### src/rtl/mat_complex_out_stream.sv
// Captures a packed NxN complex-double matrix on the rising edge of done_in and streams it out, one element per valid/ready beat.
// Optional macro MAT_STREAM_TRANSPOSE_EN selects column-major emission order. The default order is row-major.
module mat_complex_out_stream #(
   parameter  int mat_num_row = 2,
   localparam int NE          = mat_num_row * mat_num_row,
   localparam int W           = 2 * 64 * NE,
   localparam int IDX_W       = (mat_num_row > 1) ? $clog2(mat_num_row) : 1,
   localparam int K_W         = (NE > 1) ? $clog2(NE) : 1
) (
   input  logic             clk,
   input  logic             rst,
   input  logic [W-1:0]     mat_in,
   input  logic             done_in,
   output logic [63:0]      out_real,
   output logic [63:0]      out_imag,
   output logic [IDX_W-1:0] out_row,
   output logic [IDX_W-1:0] out_col,
   output logic             out_valid,
   input  logic             out_ready,
   output logic             out_last,
   output logic             busy,
   output logic             overrun
);

   localparam logic [0:0]       ST_IDLE   = 1'b0;
   localparam logic [0:0]       ST_STREAM = 1'b1;
   localparam logic [IDX_W-1:0] IDX_MAX   = IDX_W'(mat_num_row - 1);

   logic [0:0]       r_state;
   logic             r_done_d;
   logic [W-1:0]     r_buf;
   logic [IDX_W-1:0] r_row;
   logic [IDX_W-1:0] r_col;
   logic [63:0]      r_real;
   logic [63:0]      r_imag;
   logic             r_valid;
   logic             r_last;
   logic             r_overrun;

   logic [63:0]      w_buf_re [NE];
   logic [63:0]      w_buf_im [NE];
   logic             w_rise;
   logic             w_beat;
   logic             w_last_beat;
   logic             w_capture;
   logic [IDX_W-1:0] w_row_nxt;
   logic [IDX_W-1:0] w_col_nxt;
   logic [K_W-1:0]   w_k_nxt;
   logic             w_last_nxt;

   genvar gi;
   generate
      for (gi = 0; gi < NE; gi++) begin : g_elem
         assign w_buf_re[gi] = r_buf[64*gi +: 64];
         assign w_buf_im[gi] = r_buf[64*gi + 64*NE +: 64];
      end
   endgenerate

   assign w_rise      = done_in & ~r_done_d;
   assign w_beat      = r_valid & out_ready;
   assign w_last_beat = w_beat & r_last;
   // A rise coinciding with the final beat chains straight into the next matrix.
   assign w_capture   = w_rise & ((r_state == ST_IDLE) | w_last_beat);

   always_comb begin
      w_row_nxt = r_row;
      w_col_nxt = r_col;
`ifdef MAT_STREAM_TRANSPOSE_EN
      if (r_row == IDX_MAX) begin
         w_row_nxt = '0;
         w_col_nxt = r_col + 1'b1;
      end else begin
         w_row_nxt = r_row + 1'b1;
      end
`else
      if (r_col == IDX_MAX) begin
         w_col_nxt = '0;
         w_row_nxt = r_row + 1'b1;
      end else begin
         w_col_nxt = r_col + 1'b1;
      end
`endif
      w_k_nxt    = K_W'(int'(w_row_nxt) * mat_num_row + int'(w_col_nxt));
      w_last_nxt = (w_row_nxt == IDX_MAX) && (w_col_nxt == IDX_MAX);
   end

   // The buffer is pure data storage, so it has no reset.
   always_ff @(posedge clk) begin
      if (w_capture) r_buf <= mat_in;
   end

   always_ff @(posedge clk or posedge rst) begin
      if (rst) begin
         r_state   <= ST_IDLE;
         r_done_d  <= 1'b0;
         r_row     <= '0;
         r_col     <= '0;
         r_real    <= '0;
         r_imag    <= '0;
         r_valid   <= 1'b0;
         r_last    <= 1'b0;
         r_overrun <= 1'b0;
      end else begin
         r_done_d <= done_in;
         if (w_capture) begin
            r_state <= ST_STREAM;
            r_row   <= '0;
            r_col   <= '0;
            r_real  <= mat_in[63:0];
            r_imag  <= mat_in[64*NE +: 64];
            r_valid <= 1'b1;
            r_last  <= (NE == 1);
         end else if (r_state == ST_STREAM) begin
            if (w_rise) r_overrun <= 1'b1;
            if (w_last_beat) begin
               r_state <= ST_IDLE;
               r_valid <= 1'b0;
               r_last  <= 1'b0;
            end else if (w_beat) begin
               r_row  <= w_row_nxt;
               r_col  <= w_col_nxt;
               r_real <= w_buf_re[w_k_nxt];
               r_imag <= w_buf_im[w_k_nxt];
               r_last <= w_last_nxt;
            end
         end
      end
   end

   assign out_real  = r_real;
   assign out_imag  = r_imag;
   assign out_row   = r_row;
   assign out_col   = r_col;
   assign out_valid = r_valid;
   assign out_last  = r_last;
   assign busy      = (r_state == ST_STREAM);
   assign overrun   = r_overrun;

endmodule

### config.mk
export PLATFORM = sky130hd
export DESIGN_NAME = mat_complex_out_stream
export DESIGN_NICKNAME = d
export VERILOG_FILES = /design/src/rtl/mat_complex_out_stream.sv
export SDC_FILE = /design/constraint.sdc
export NUM_CORES = 1
export LEC_CHECK = 0
export CORE_MARGIN = 8
export CORE_UTILIZATION = 40
export DETAILED_ROUTE_END_ITERATION = 6
export PLACE_DENSITY = 0.68
export SLEW_MARGIN = 20
export SYNTH_ARGS = -nofsm -noshare
export SYNTH_HDL_FRONTEND = slang
export SYNTH_SLANG_ARGS = --single-unit
### constraint.sdc
create_clock -name clk -period 20.7 [get_ports clk]
set_input_delay 2.07 -clock clk [delete_from_list [all_inputs] [get_ports clk]]
set_output_delay 2.07 -clock clk [all_outputs]
set_load 0.02 [all_outputs]
==> results by stage <==
Power:
- The highest ir drop seen on vdd is 0.0910 mV.
- In this run the static leakage power is 11.8 nW.
- Power comes to 0.00378 W.
- Of the total power, the share spent switching nets is 0.267.
- The internal power of the cells totals 0.00277 W.
- Of the total power, combinational logic draws 0.263.
- The relative contribution of the clock network to total power is 0.325.
- The switching power is 0.00101 W.
- The register share of total power is 0.412.
- In this run the power density over the cells is 112 nW/um^2.

Synthesis:
- The synthesized instance count is 1130.
- For this run, the register share of the synthesized area comes to 0.773.
- The netlist uses 25 different library cells.
- The cell taking the most area after synthesis is edfxtp_1.
- Of the post-synthesis cell area, the dominant cell type holds 0.634.
- The area of the mapped netlist is 24300 sq um.
- Yosys attributes the largest share of cell area to edfxtp_1 63%, dfrtp_1 14%, mux4_2 12%.
- A synthesized cell averages 21.5 sq um.
- Yosys printed 0 warnings.
- Synthesis inferred 647 register bits.
- The synthesized netlist net count is 1647.

Floorplanning:
- The x dimension of the die is 262 microns.
- After floorplanning, the core was sized to cover 60100 sq um.
- The die area is 68800 sq um.
- Pin placement for this block handled 650 I/O pins.
- For this configuration, the core starts out at a cell density of 0.403.
- Measured along the y axis, the die boundary spans 262 microns.
- In this run the core area contains 90 standard-cell rows.

Placement:
- The routability congestion estimate from global placement is 0.816.
- The port buffer count is 649.
- Detailed placement ended at an HPWL of 47.6 mm.
- OpenSTA, run right after detailed placement, puts the worst setup slack at 14700 ps.

Timing:
- The count of endpoints failing hold in the final timing report is 0.
- The number of slew-limit violations in the final report is 0.
- The final period utilization is 0.259.
- Based on the critical path, the design can be clocked at up to 187 MHz.
- The setup violation total in the final timing report is 0.
- Setup repair after global routing left no endpoint under its margin.
- The tightest hold path in the finished design has a slack of 478 ps.
- At the pin with the least slew margin, the transition time is 1120 ps.
- The smallest clock period supported by the final layout is computed as 5360 ps.
- In this run the tightest slew margin relative to its limit is 0.250.
- For the final routed database, the setup TNS stands at 0 ps.
- Across the routed clock network, the largest skew measured is 30.5 ps.
- The worst setup slack after layout is 15340 ps.

CTS:
- The buffer depth of the longest clock path is 3.
- The number of buffers inserted by hold repair at cts is 0.
- Clock latency on the worst-skew pair, taken at its later pin, is 590 ps.
- The root buffer selected by CTS is clkbuf_16.
- For this design, the sink count on the clock tree is 647.
- The total setup buffers inserted after CTS is 0.
- After clock tree synthesis, the clock-pin slew on the worst setup and hold paths is 60 ps.
- The TritonCTS clock tree is done.
- The post-cts gate resize count is 0.
- The H-tree depth is 3.
- The total clock buffers created by CTS is 70.

Route:
- The amount of wire on met3 after detailed routing is 5.06 mm.
- The count of vias placed by the detailed router is 14000.
- The number of optimization iterations in the first detailed-route pass is 5.
- The detailed route wirelength on metal2 is 36.8 mm.
- The number of design-rule violations left by the first detailed-router iteration is 1227.
- Once detail routing completed, the nets flagged for antenna violations numbered 0.
- The average via count per standard cell is 5.29.
- For this block, wires on met1 add up to 25.8 mm.
- Dividing the detail-routed wire length by the instance count gives 26.2 microns.
- The final routed DRC violation total is 0.
- After detailed routing, the total wire length is 69.6 mm.
- The detailed router used layers up to and including met5.

Global route:
- The total overflow left after global routing is 0.
- For this run, the total global-route usage over all layers was measured as 0.196.
- The global-route wire length before repair is 102 mm.
- Entering global routing, the biggest net connects 209 pins.
- The initial antenna violation count is 27.
- The number of global-route vias before repair is 15100.

Cells and area:
- The layout-stage area growth over the synthesis result is 39.6%.
- The number of nets in the layout is 2310.
- After filler insertion, the fill cell instance count of the layout stands at 4646.
- In the final layout, the share of cells above drive strength 1 is 0.135.
- For this run, the share of the core covered by cells in the final layout is 0.563.

Status:
- The flow ran to the end, and the final reports show no timing, DRC or antenna violations.

Worst setup path:
- STA puts the critical path data required time at 20900 ps.
- The arrival time reported for the critical path endpoint is 5560 ps.
- The maximum net fanout on the critical path is 202.
- The critical path is of the in -> reg type.
- The nature of the critical path endpoint is a flip-flop.
- The kind of start point of the critical path is an input pin.

Flow run:
- The tool flagged a number of max-cap violations equal to 0.

Min path:
- The kind of path behind the tightest hold check is reg -> reg.
## registers in the layout, summed over array words and instances (netlist names)
name	flops
out_last	1
out_real	64
out_valid	1
out_col	1
r_buf	512
out_imag	64
r_done_d	1
overrun	1
out_row	1
busy	1
## through the flow
stage,area [sq um],cells
final,33900,2654
after CTS,33800,2630
after detailed placement,31500,2503
after floorplan,24300,1130
after global routing,33900,2651
after global placement,31500,2503
## worst max-delay path, stage by stage
cell             delay (ps)
clkdlybuf4s50_1         560
nand3_1                 170
a21oi_4                 170
buf_4                   670
buf_4                   910
buf_12                  710
## cells in the mapped netlist
master	instances
nor2b_1	1
buf_6	11
mux4_2	128
ha_1	1
o21bai_1	1
inv_1	2
nor2_1	1
and2_0	1
and2_1	129
buf_2	7
nand2_1	4
and4b_1	1
edfxtp_1	512
a21oi_1	2
buf_1	9
dfrtp_1	135
nand2b_1	2
nand3_1	1
mux2i_1	2
a221o_1	128
nand3b_1	1
o21ai_0	1
o2bb2ai_1	1
a22o_1	4
clkbuf_1	45
## cells by family (layout without fill, tap and decap cells)
logic type | Yosys count | in the layout | synth area share
compound gates | 137 | 137 | 0.0555
flops | 647 | 647 | 0.773
fa+ha+maj | 1 | 1 | 0.000516
buf+inv | 74 | 792 | 0.0152
other cells | 0 | 24 | 0
mux | 130 | 130 | 0.120
simple gates | 141 | 141 | 0.0360
## routing by layer
metal  vias to the layer above  GRT usage
met4                         6     0.0849
met5                         -          0
met1                      7256      0.229
met2                       621      0.340
li1                       6066          -
met3                        93     0.0520
## area by class of cell
type	count	area [sq um]	share of cell area
Antenna cell	24	60.1	0.00177
Clock buffer	87	1880	0.0555
Clock inverter	40	377	0.0111
Inverter	2	12.5	0.000370
Multi-Input combinational cell	409	5170	0.153
Sequential cell	647	18800	0.554
Tap cell	782	978	0.0289
Timing Repair Buffer	663	6630	0.196
## placed cells by master, fill, tap and decap left out, types with 3 or more instances in the layout
master	synthesis	layout
mux4_2	128	128
buf_4	0	12
clkbuf_1	45	13
clkinv_2	0	12
diode_2	0	24
clkbuf_16	0	72
clkinv_1	0	12
clkinvlp_4	0	3
a22o_1	4	3
and2_1	129	129
clkdlybuf4s50_1	0	649
nand2_1	4	4
a221o_1	128	128
edfxtp_1	512	512
bufinv_16	0	6
dfrtp_1	135	134
inv_6	0	7
## power groups by stage
stage | sequential [W] | clock (W) | combinational (W)
global route | 0.00157 | 0.00131 | 0.00105
global placement | 0.00158 | 0 | 0.00100
floorplan | 0.00166 | 0 | 0.000516
detailed placement | 0.00158 | 0 | 0.00101
finish | 0.00156 | 0.00123 | 0.000992
CTS | 0.00156 | 0.00126 | 0.00102
## worst paths after layout
| path | start | endpoint | slack, ps | cells past startpoint |
|---|---|---|---|---|
| max | out_ready | r_buf[112] | 15340 | 6 |
| min | overrun | overrun | 480 | 1 |
| max reg2reg | out_col | out_imag[26] | 16510 | 7 |
| min reg2reg | overrun | overrun | 480 | 1 |
| max in group asynchronous | rst | out_real[63] | 17610 | 3 |
| min in group asynchronous | rst | out_real[16] | 1810 | 2 |
No activity file was read; power rests on OpenSTA's default activity.
